**src/rtl/lfsr_pred.sv**
```systemverilog
// Shadow register and XOR feedback prediction; shifts in either the received or the
// predicted bit so that a single corrupted bit does not pollute later predictions.
module lfsr_pred #(
  parameter int unsigned     Width = 4,
  parameter logic [Width-1:0] Taps = 4'b1100
) (
  input  logic             clk_i,
  input  logic             rst_ni,
  input  logic             shift_i,
  input  logic             clear_i,
  input  logic             use_pred_i,
  input  logic             bit_i,
  output logic [Width-1:0] shadow_o,
  output logic             pred_o
);

  logic [Width-1:0] shadow_q, shadow_d;
  logic             src_bit;

  assign pred_o   = ^(shadow_q & Taps);
  assign src_bit  = use_pred_i ? pred_o : bit_i;
  assign shadow_o = shadow_q;

  always_comb begin
    shadow_d = shadow_q;
    if (clear_i) begin
      shadow_d = '0;
    end else if (shift_i) begin
      shadow_d = {shadow_q[Width-2:0], src_bit};
    end
  end

  always_ff @(posedge clk_i) begin
    if (!rst_ni) begin
      shadow_q <= '0;
    end else begin
      shadow_q <= shadow_d;
    end
  end

endmodule

```
**config.mk**
```make
export PLATFORM = sky130hd
export DESIGN_NAME = lfsr_pred
export DESIGN_NICKNAME = d
export VERILOG_FILES = /design/src/rtl/lfsr_pred.sv
export SDC_FILE = /design/constraint.sdc
export NUM_CORES = 1
export LEC_CHECK = 0
export BUFFER_PORTS_ARGS = -buffer_cell sky130_fd_sc_hd__buf_2
export CELL_PAD_IN_SITES_DETAIL_PLACEMENT = 1
export CELL_PAD_IN_SITES_GLOBAL_PLACEMENT = 1
export CORE_AREA = 2 2 39 41
export CTS_CLUSTER_SIZE = 16
export DETAILED_ROUTE_END_ITERATION = 8
export DIE_AREA = 0 0 41 43
export PLACE_DENSITY_LB_ADDON = 0.1
export SLEW_MARGIN = 30
export SYNTH_ARGS = -nofsm -noshare
export SYNTH_HDL_FRONTEND = slang
export SYNTH_SLANG_ARGS = --single-unit
```
**constraint.sdc**
```tcl
create_clock -name clk_i -period 1.45 [get_ports clk_i]
set_clock_uncertainty 0.15 [all_clocks]
set_input_delay 0 -clock clk_i [delete_from_list [all_inputs] [get_ports clk_i]]
set_output_delay 0 -clock clk_i [all_outputs]
set_load 0.01 [all_outputs]
```
Word-level counts from Yosys, hierarchy flattened
Index checks and enable logic that the tools add are counted.

$add $sub $neg: 0. Multipliers: 0. Divide/modulo/power cells: 0. $lt $le $gt $ge: 0. Eq/ne operators: 0. Shift operators: 0. Mux-type cells: 1. Bitwise operators: 1. Reduce and logical (&&, ||, !) cells: 2.

Operator list (count): $reduce_xor 4->1 (1); $reduce_or 2->1 (1); $mux 1 (1); $not 1->1 (1).

Register bits: 4. Latch bits: 0. Memory bits (writable): 0. ROM bits: 0. Bits of input ports: 6. Output and inout port bits: 5. Logic and storage cells: 5. Memories kept: 0.

Logic depth before layout (Yosys ltp)
Gate-level depths: netlist (run 1).

Word-level depth: 2. Gate-level depth with buffers: 3. Mapped depth without buffers: 3.

Worst setup path after synthesis (run 1)
No wires, ideal clock.

Path kind: register to register. From: register shadow_q[2], in the netlist shadow_o[2]. To: register shadow_q[0], in the netlist shadow_o[0]. Library setup time: 74 ps. Arrival: 937 ps. Required time: 1226 ps. Path slack: 289 ps. Cell stages (with the launch flop): 4. Path buffers: 0. Clock period less this slack: 1161 ps. Cell sequence: dfxtp_1 xor2_1 nand3_1 a31oi_1.

Word-level cells in the longest chain between the ends: 2.

Ends and longest elaborated chain: from (decl) (RTL line 17) `logic [Width-1:0] shadow_q, shadow_d;`; from (signal assigned) (RTL line 37) `shadow_q <= shadow_d;`; $reduce_xor 4->1 (RTL line 20) `assign pred_o = ^(shadow_q & Taps);`; net pred_o (RTL line 14) `output logic pred_o`; $mux 1 (RTL line 21) `assign src_bit = use_pred_i ? pred_o : bit_i;`.

The timed path passes the listed nets, and every way through them passes these cells. A chain may end at the register's enable or synchronous reset.

Worst setup path after layout (run 1)
From: input clear_i. To: register shadow_q[1], in the netlist shadow_o[1].

Word-level cells in the longest chain between the ends: 1.

Ends and longest elaborated chain: from (decl) (RTL line 10) `input logic clear_i,`; $reduce_or 2->1 (no line).

Every way passes these cells.

==> summary.md, run 1 <==
| Metric | Value |
|---|---|
| Outcome | `completed` |
| Layout cells sized above 1 | `0.378` |
| Sequential area share after synthesis | `0.481` |
| Worst Max-Slew Pin Slew | `0.138 ns` |
| HP Class | `register to register` |
| CTS tree | `built` |
| Post-CTS setup buffers | `0` |
| Number of flip-flops in the largest register | `4` |
| Flip-flop and latch area | `80.1 um2` |
| Synth area leader | `dfxtp_1` |
| Mean post-synth cell area | `around 10 um2` |
| Kind of critical path | `input pin to register` |
| Design Power | `about 280 uW` |
| Startpoint Class | `input pin` |
| Cell Area, Synth | `166 um2` |
| Row count | `14` |
| Endpoints failing hold | `0` |
| Final wirelength | `about 470 um` |
| Clock root cell | `clkbuf_4` |
| Ant diodes | `0` |
| Worst path arrival time | `roughly 1.4 ns` |
| Cell variety after synth | `9` |
| Remaining Overflow, GRT | `0` |
| DP HPWL | `about 310 um` |
| Via count | `slightly below 200` |
| Fin crit share | `0.964` |
| Place WS | `a little under 0.4 ns` |
| Fillcell total | `roughly 170` |
| Most frequent CP cell | `dlygate4sd3_1` |
| Fin. max-slew vios | `0` |
| GPL Wtd Cong | `around 0.59` |
| Min Tclk post-route | `about 1.4 ns` |
| Max-Cap Viols | `0` |
| Core region area | `between 1000 and 1500 um2` |
| Maximum clock frequency | `approximately 0.72 GHz` |
| Post-synthesis net count | `23` |
| Die Ht | `approximately 43 um` |
| Critical Path Fanout Max | `4` |
| WL/cell | `8.81 um` |
| Final Util | `0.247` |
| Crit-path max cell delay | `approximately 0.54 ns` |
| Drt drc | `0` |
| CP Cell Sequence | `dlygate4sd3_1 -> buf_2 -> nand2b_4 -> nor2_1 -> dlygate4sd3_1` |
| Chip width | `around 41 um` |
| WP data required | `approximately 1.5 ns` |
| Port Buf Inserts | `10` |
| Leak | `approximately 0.17 nW` |
| Area Overhead vs Synth | `105%` |
| PnR worst setup slack | `roughly 0.052 ns` |
| Setup crit end kind | `register` |
| Gr usage total | `0.0702` |
| Io pins | `11` |
| Max VDD drop | `roughly 0.35 mV` |
| Total CTS buffers | `3` |
| Area of the multi-input gates | `between 80 and 90 um2` |
| Clock sink count | `4` |
| Largest net degree at the start of global routing | `5` |
| Vias in the first global route | `roughly 190` |
| Setup TNS | `0 ns` |
| Initial Util | `0.120` |
| Post-DRT Antenna Nets | `0` |
| Total Nets Final | `between 40 and 50` |
| Clock Latency Late Sink | `between 0.2 and 0.25 ns` |
| H-tree depth | `1` |
| Post-Synthesis Cells | `17` |
| Buf/Inv on CP | `3` |
| Die area | `between 1500 and 2000 um2` |
| Initial antenna violation count | `0` |
| PD cells | `815 nW/um2` |
| Starting DRT DRC Count | `1` |
| Clk slew on worst S/H paths | `approximately 0.04 ns` |
| Slew Limit Headroom | `0.905` |
| Endpoints failing setup | `0` |
| Yosys reg bits | `4` |
| CTS max path bufs | `2` |
| Top cell type's share of synthesized area | `0.481` |
| YS warnings | `0` |
| Via-to-Cell Ratio | `approximately 3.6` |
| RSZ-0062 raised after global routing | `no` |
| CP delay by family, top | `buffers and inverters` |
| Drt first pass iters | `2` |
| CP max-delay cell | `dlygate4sd3_1` |
| Top post-synthesis cells by area | `dfxtp_1 (48%), mux2i_1 (18%), nand2b_1 (7.5%)` |
| First-pass GRT wire length | `731 um` |
[tightest hold or removal path: cells and delay by family (launching register included)]
kind	cells	cell delay [ns]
compound gates	1	0.07
simple gates	1	0.07
flops	1	0.31
[cell type report]
| type | instances | area share |
|---|---|---|
| clock buffer | 3 | 0.0659 |
| multi-input combinational | 12 | 0.260 |
| sequential | 4 | 0.234 |
| tap | 16 | 0.0586 |
| timing repair buffer | 18 | 0.381 |
[cells in the final DEF, fill, tap and decap left out]
| cell type | Yosys | final |
|---|---|---|
| nand2b_1 | 2 | 1 |
| buf_2 | 1 | 10 |
| nor2_1 | 3 | 3 |
| dfxtp_1 | 4 | 4 |
| clkbuf_4 | 0 | 3 |
| mux2i_1 | 3 | 3 |
| nand3_1 | 1 | 1 |
| nand3b_1 | 1 | 1 |
| nand2b_4 | 0 | 1 |
| a31oi_1 | 1 | 1 |
| dlygate4sd3_1 | 0 | 8 |
| xor2_1 | 1 | 1 |
[final timing paths]
path | end | slack (ns) | cells past startpoint | from
max reg2reg | shadow_o[1]$_SDFFE_PP0P_ | 0.14 | 3 | shadow_o[0]$_SDFFE_PP0P_
max | shadow_o[1]$_SDFFE_PP0P_ | 0.05 | 5 | clear_i
min | shadow_o[0]$_SDFFE_PP0P_ | 0.35 | 2 | shadow_o[0]$_SDFFE_PP0P_
min reg2reg | shadow_o[0]$_SDFFE_PP0P_ | 0.35 | 2 | shadow_o[0]$_SDFFE_PP0P_
[metrics by stage]
stage                     hold slack, ns  cells  cell area (um2)
after floorplan                   0.0310     17              166
after global placement             0.150     42              231
after detailed placement           0.153     42              231
after CTS                        -0.0151     52              324
after global routing               0.386     53              342
final                              0.347     53              342
[synth_stat cells (all sizes together)]
master	count
nand3b	1
xor2	1
mux2i	3
nor2	3
nand3	1
a31oi	1
buf	1
nand2b	2
dfxtp	4
[logic make-up (layout without fill, tap and decap cells)]
kind of cell / Yosys count / count (layout) / share of synthesized area
buffers and inverters: 1 / 21 / 0.0300
multiplexers: 3 / 3 / 0.180
flip-flops: 4 / 4 / 0.481
XOR/XNOR: 1 / 1 / 0.0526
AO/OA/AOI/OAI: 1 / 1 / 0.0376
AND/OR/NAND/NOR: 7 / 7 / 0.218
[per-layer routing]
metal  share of wire  GRT usage  up-vias
li1                -          -       99
met1            0.40     0.0673       85
met2            0.49     0.0875        9
met3            0.12     0.0785        0
met4               0     0.0400        0
met5               0          0        -
[power breakdown]
group / switching [mW] / total, mW / internal [mW]
logic: 0.0109 / 0.0337 / 0.0228
registers: 0.000465 / 0.112 / 0.111
clock network: 0.0405 / 0.133 / 0.0922
total: 0.0519 / 0.278 / 0.226
[timing repair]
action                     CTS  global route
setup endpoints to repair    0             1
hold buffers                 7             1
hold endpoints to repair     4             3
resized for setup            0             1
Power figures use the tool's default switching activity.
==> run 2, diff against run 1 <==
REMOVE_ABC_BUFFERS = 1   (was not set)
==> run 2 against run 1 <==
Combinational power barely moved. Non-clock buffer count stayed put. Critical path type unchanged. Largest cell class unchanged. Power grew 1.7%. Final cell count unchanged. Critical path depth is the same. Final area unchanged. Core utilization unchanged. Routed wire length increased by 9.2%.
==> summary.md, run 2 (synthesis results as in run 1) <==
| Metric | Value |
|---|---|
| Grt peak-use layer | `met2` |
| WP data required | `between 1 and 1.5 ns` |
| Max VDD drop | `0.345 mV` |
| Io pins | `11` |
| CTS tree | `built` |
| Clock sink count | `4` |
| Post-CTS setup buffers | `0` |
| Remaining Overflow, GRT | `0` |
| Gr usage total | `0.0682` |
| Outcome | `completed` |
| Setup crit end kind | `register` |
| Grt met3 use | `0.0838` |
| Fillcell total | `172` |
| PnR worst setup slack | `between 0.04 and 0.05 ns` |
| Endpoints failing hold | `0` |
| Maximum clock frequency | `slightly above 0.7 GHz` |
| H-tree depth | `1` |
| Area Overhead vs Synth | `105%` |
| Layout cells sized above 1 | `0.378` |
| RSZ-0062 raised after global routing | `no` |
| Drt drc | `0` |
| Core region area | `1380 um2` |
| Number of flip-flops in the largest register | `4` |
| Max-Cap Viols | `0` |
| Die Ht | `43 um` |
| Largest net degree at the start of global routing | `5` |
| Chip width | `between 40 and 50 um` |
| Total Nets Final | `45` |
| Row count | `14` |
| Fin crit share | `0.967` |
| Total CTS buffers | `3` |
| Fin cells | `53` |
| Placed Cells incl. Taps | `42` |
| PD cells | `approximately 830 nW/um2` |
| Initial antenna violation count | `0` |
| Worst path arrival time | `1.43 ns` |
| WL/cell | `slightly below 10 um` |
| HP Class | `register to register` |
| Starting DRT DRC Count | `2` |
| Critical Path Fanout Max | `4` |
| Area after DPL | `~230 um2` |
| Setup TNS | `0 ns` |
| Clock root cell | `clkbuf_4` |
| Place WS | `0.379 ns` |
| Via-to-Cell Ratio | `~3.7` |
| Most common cell after layout, fill and taps aside | `buf_2` |
| Startpoint Class | `input pin` |
| Vias in the first global route | `between 150 and 200` |
| Final Util | `0.247` |
| Kind of critical path | `input pin to register` |
| Die area | `between 1500 and 2000 um2` |
| Endpoints failing setup | `0` |
| First-pass GRT wire length | `745 um` |
| Via count | `about 190` |
| Final wirelength | `about 510 um` |
| Ant diodes | `0` |
| CTS max path bufs | `2` |
| Design area | `between 300 and 400 um2` |
| Commonest cells after routing, fill and taps aside | `buf_2 (10), dlygate4sd3_1 (8), dfxtp_1 (4)` |
| Initial Util | `0.120` |
| Post-DRT Antenna Nets | `0` |
| Clock Latency Late Sink | `between 0.2 and 0.25 ns` |
| Port Buf Inserts | `10` |
| Met2 Track Usage GR | `0.0906` |
| Worst Max-Slew Pin Slew | `0.170 ns` |
| GPL Wtd Cong | `about 0.55` |
| Min Tclk post-route | `~1.4 ns` |
| M1 GR Usage | `0.0641` |
| Clk slew on worst S/H paths | `roughly 0.040 ns` |
| Slew Limit Headroom | `0.886` |
| Drt first pass iters | `2` |
| Fin. max-slew vios | `0` |
| Leak | `between 0.15 and 0.2 nW` |
==> run 2: cell counts in the layout (fill, tap and decap cells not counted) <==
Identical to the previous run, type by type.
==> run 2: routing by layer <==
metal  part of all wire  wire, um
met2               0.46       236
met1               0.41       208
met3               0.13        64
met5                  0         0
met4                  0         0
==> run 2: worst paths after layout <==
path / from / end / slack [ns] / depth (start not counted)
setup / recovery: clear_i / shadow_o[1]$_SDFFE_PP0P_ / 0.05 / 5
hold / removal: shadow_o[0]$_SDFFE_PP0P_ / shadow_o[0]$_SDFFE_PP0P_ / 0.34 / 2
setup reg to reg: shadow_o[0]$_SDFFE_PP0P_ / shadow_o[1]$_SDFFE_PP0P_ / 0.15 / 3
hold reg to reg: shadow_o[0]$_SDFFE_PP0P_ / shadow_o[0]$_SDFFE_PP0P_ / 0.34 / 2
==> run 2: cell type report <==
cell class | count | area [um2] | share of cell area
timing repair buffer | 18 | 130 | 0.381
multi-input combinational | 12 | 88.8 | 0.260
sequential | 4 | 80.1 | 0.234
clock buffer | 3 | 22.5 | 0.0659
tap | 16 | 20.0 | 0.0586
==> run 2: stage by stage <==
step / total power [mW] / hold WS, ns
CTS: 0.286 / -0.00994
finish: 0.283 / 0.343
global placement: 0.130 / 0.155
global route: 0.307 / 0.370
floorplan: 0.120 / 0.00152
detailed placement: 0.131 / 0.164
==> run 2: critical path: stages <==
cell and delay (ns):
dlygate4sd3_1 0.53, buf_2 0.12, nand2b_4 0.15, nor2_1 0.09, dlygate4sd3_1 0.54
==> run 2: power by group <==
group | internal (mW) | switching, mW | total, mW
Combinational | 0.0228 | 0.0109 | 0.0337
Clock | 0.0925 | 0.0448 | 0.137
Sequential | 0.111 | 0.000522 | 0.112
Total | 0.227 | 0.0562 | 0.283
==> run 2: timing repair <==
item / CTS / global route
endpoints found under the setup margin: 0 / 1
endpoints found under the hold margin: 4 / 3
resized for setup: 0 / 1
hold buffers: 7 / 1
==> run 3, diff against run 2 <==
CELL_PAD_IN_SITES_DETAIL_PLACEMENT = 0   (was 1)
==> run 3 against run 2 <==
Critical endpoint unchanged. Final area did not move. Critical path depth is the same. Clock power about the same. Largest cell class unchanged. First-iteration DRC count fell by 50%.
==> summary.md, run 3 (synthesis results as in run 1) <==
| Metric | Value |
|---|---|
| CP Launch Point | `clear_i` |
| Place WS | `0.396 ns` |
| Startpoint Class | `input pin` |
| PnR worst setup slack | `0.0545 ns` |
| Final wirelength | `roughly 480 um` |
| Worst Max-Slew Pin Slew | `approximately 0.17 ns` |
| Number of flip-flops in the largest register | `4` |
| WL/cell | `between 9 and 10 um` |
| Crit-path max cell delay | `around 0.54 ns` |
| Via count | `~180` |
| Ant diodes | `0` |
| Clock share of power | `0.482` |
| Clock Latency Late Sink | `roughly 0.23 ns` |
| Most common cell after layout, fill and taps aside | `buf_2` |
| Worst Hold Launch | `shadow_o[0]$_SDFFE_PP0P_` |
| First-pass GRT wire length | `a little under 700 um` |
| Max-Cap Viols | `0` |
| Flop-to-flop setup slack | `roughly 0.15 ns` |
| Io pins | `11` |
| Fin. max-slew vios | `0` |
| CTS max path bufs | `2` |
| H-tree depth | `1` |
| CP Cell Sequence | `dlygate4sd3_1 -> buf_2 -> nand2b_4 -> nor2_1 -> dlygate4sd3_1` |
| Total Nets Final | `45` |
| Remaining Overflow, GRT | `0` |
| Vias in the first global route | `about 170` |
| Combinational Power Share | `0.120` |
| Worst path arrival time | `between 1 and 1.5 ns` |
| WP data required | `1.48 ns` |
| Gr usage total | `0.0672` |
| GPL Wtd Cong | `about 0.55` |
| Chip width | `approximately 40 um` |
| Maximum clock frequency | `between 0.7 and 0.8 GHz` |
| Initial antenna violation count | `0` |
| Post-CTS setup buffers | `0` |
| Starting DRT DRC Count | `1` |
| PD cells | `a little over 800 nW/um2` |
| Clock root cell | `clkbuf_4` |
| CP max-delay cell | `dlygate4sd3_1` |
| HP Class | `register to register` |
| Clock sink count | `4` |
| Drt drc | `0` |
| Area Overhead vs Synth | `105%` |
| Die Ht | `around 43 um` |
| WHS Path Cells | `2` |
| Switching power | `54.2 uW` |
| CTS tree | `built` |
| Critical Path Fanout Max | `4` |
| Reg-to-reg endpoint | `shadow_o[1]$_SDFFE_PP0P_` |
| Seq pwr share | `0.398` |
| Via-to-Cell Ratio | `3.47` |
| Net Sw Frac | `0.193` |
| Reg2reg start | `shadow_o[0]$_SDFFE_PP0P_` |
| Setup TNS | `0 ns` |
| Most frequent CP cell | `dlygate4sd3_1` |
| Layout cells sized above 1 | `0.378` |
| Largest net degree at the start of global routing | `5` |
| Drt first pass iters | `2` |
| Commonest cells after routing, fill and taps aside | `buf_2 (10), dlygate4sd3_1 (8), dfxtp_1 (4)` |
| Worst Reg-to-Reg Cells | `3` |
| Internal | `about 230 uW` |
| Clk slew on worst S/H paths | `0.04 ns` |
| Leak | `0.168 nW` |
| Endpoints failing hold | `0` |
| Outcome | `completed` |
| Max VDD drop | `~0.38 mV` |
| Total CTS buffers | `3` |
| Endpoints failing setup | `0` |
| Core region area | `~1400 um2` |
| Min Tclk post-route | `1.40 ns` |
| RSZ-0062 raised after global routing | `no` |
| Final Util | `0.247` |
| Fin crit share | `0.962` |
| Worst hold endpoint | `shadow_o[0]$_SDFFE_PP0P_` |
| Slew Limit Headroom | `0.886` |
| Post-DRT Antenna Nets | `0` |
| Kind of critical path | `input pin to register` |
| Die area | `1760 um2` |
| Row count | `14` |
| Initial Util | `0.120` |
| Port Buf Inserts | `10` |
| Setup crit end kind | `register` |
-- run 3: cell counts in the layout (fill, tap and decap cells not counted) --
No cell type changed its count.
-- run 3: area by class of cell --
class / count / area [um2]
Clock buffer: 3 / 22.5
Tap cell: 16 / 20.0
Multi-Input combinational cell: 12 / 88.8
Fill cell: 158 / 1040
Sequential cell: 4 / 80.1
Timing Repair Buffer: 18 / 130
-- run 3: repair_timing --
action,4_1_cts,5_1_grt
hold buffers,7,1
endpoints found under the hold margin,4,3
endpoints found under the setup margin,0,1
resized for setup,0,1
-- run 3: worst max-delay path: cells and delay by family --
family / cells / cell delay [ns]
and+or+nand+nor: 2 / 0.23
buffers and inverters: 3 / 1.19
-- run 3: worst max-delay path by stage --
stage,depth (start not counted),slack (ns),end
after floorplan,3,0.29,shadow_o[0]$_SDFFE_PP0P_
after global placement,3,0.42,shadow_o[0]$_SDFFE_PP0P_
after detailed placement,3,0.40,shadow_o[0]$_SDFFE_PP0P_
after CTS,5,0.03,shadow_o[1]$_SDFFE_PP0P_
after global routing,5,0.02,shadow_o[0]$_SDFFE_PP0P_
final,5,0.05,shadow_o[1]$_SDFFE_PP0P_
-- run 3: metal layers --
| layer | wire length, um | GRT usage | up-vias |
|---|---|---|---|
| met5 | 0 | 0 | - |
| met4 | 0 | 0.0200 | 0 |
| met3 | 54 | 0.0942 | 0 |
| met2 | 204 | 0.0781 | 8 |
| met1 | 219 | 0.0673 | 77 |
| li1 | - | - | 99 |
-- run 3: stage by stage --
stage	hold WS [ns]	area, um2	cells	power, mW
5_1_grt	0.393	342	53	0.307
2_1_floorplan	0.00152	161	16	0.120
3_5_place_dp	0.153	231	42	0.130
3_3_place_gp	0.155	231	42	0.130
4_1_cts	-0.0304	324	52	0.287
6_report	0.348	342	53	0.281
-- run 3: power groups by stage --
stage	clock network (mW)	logic, mW	registers [mW]
floorplan	0	0.00566	0.114
global placement	0	0.0168	0.114
detailed placement	0	0.0167	0.114
CTS	0.146	0.0289	0.112
global route	0.159	0.0362	0.112
finish	0.135	0.0336	0.112
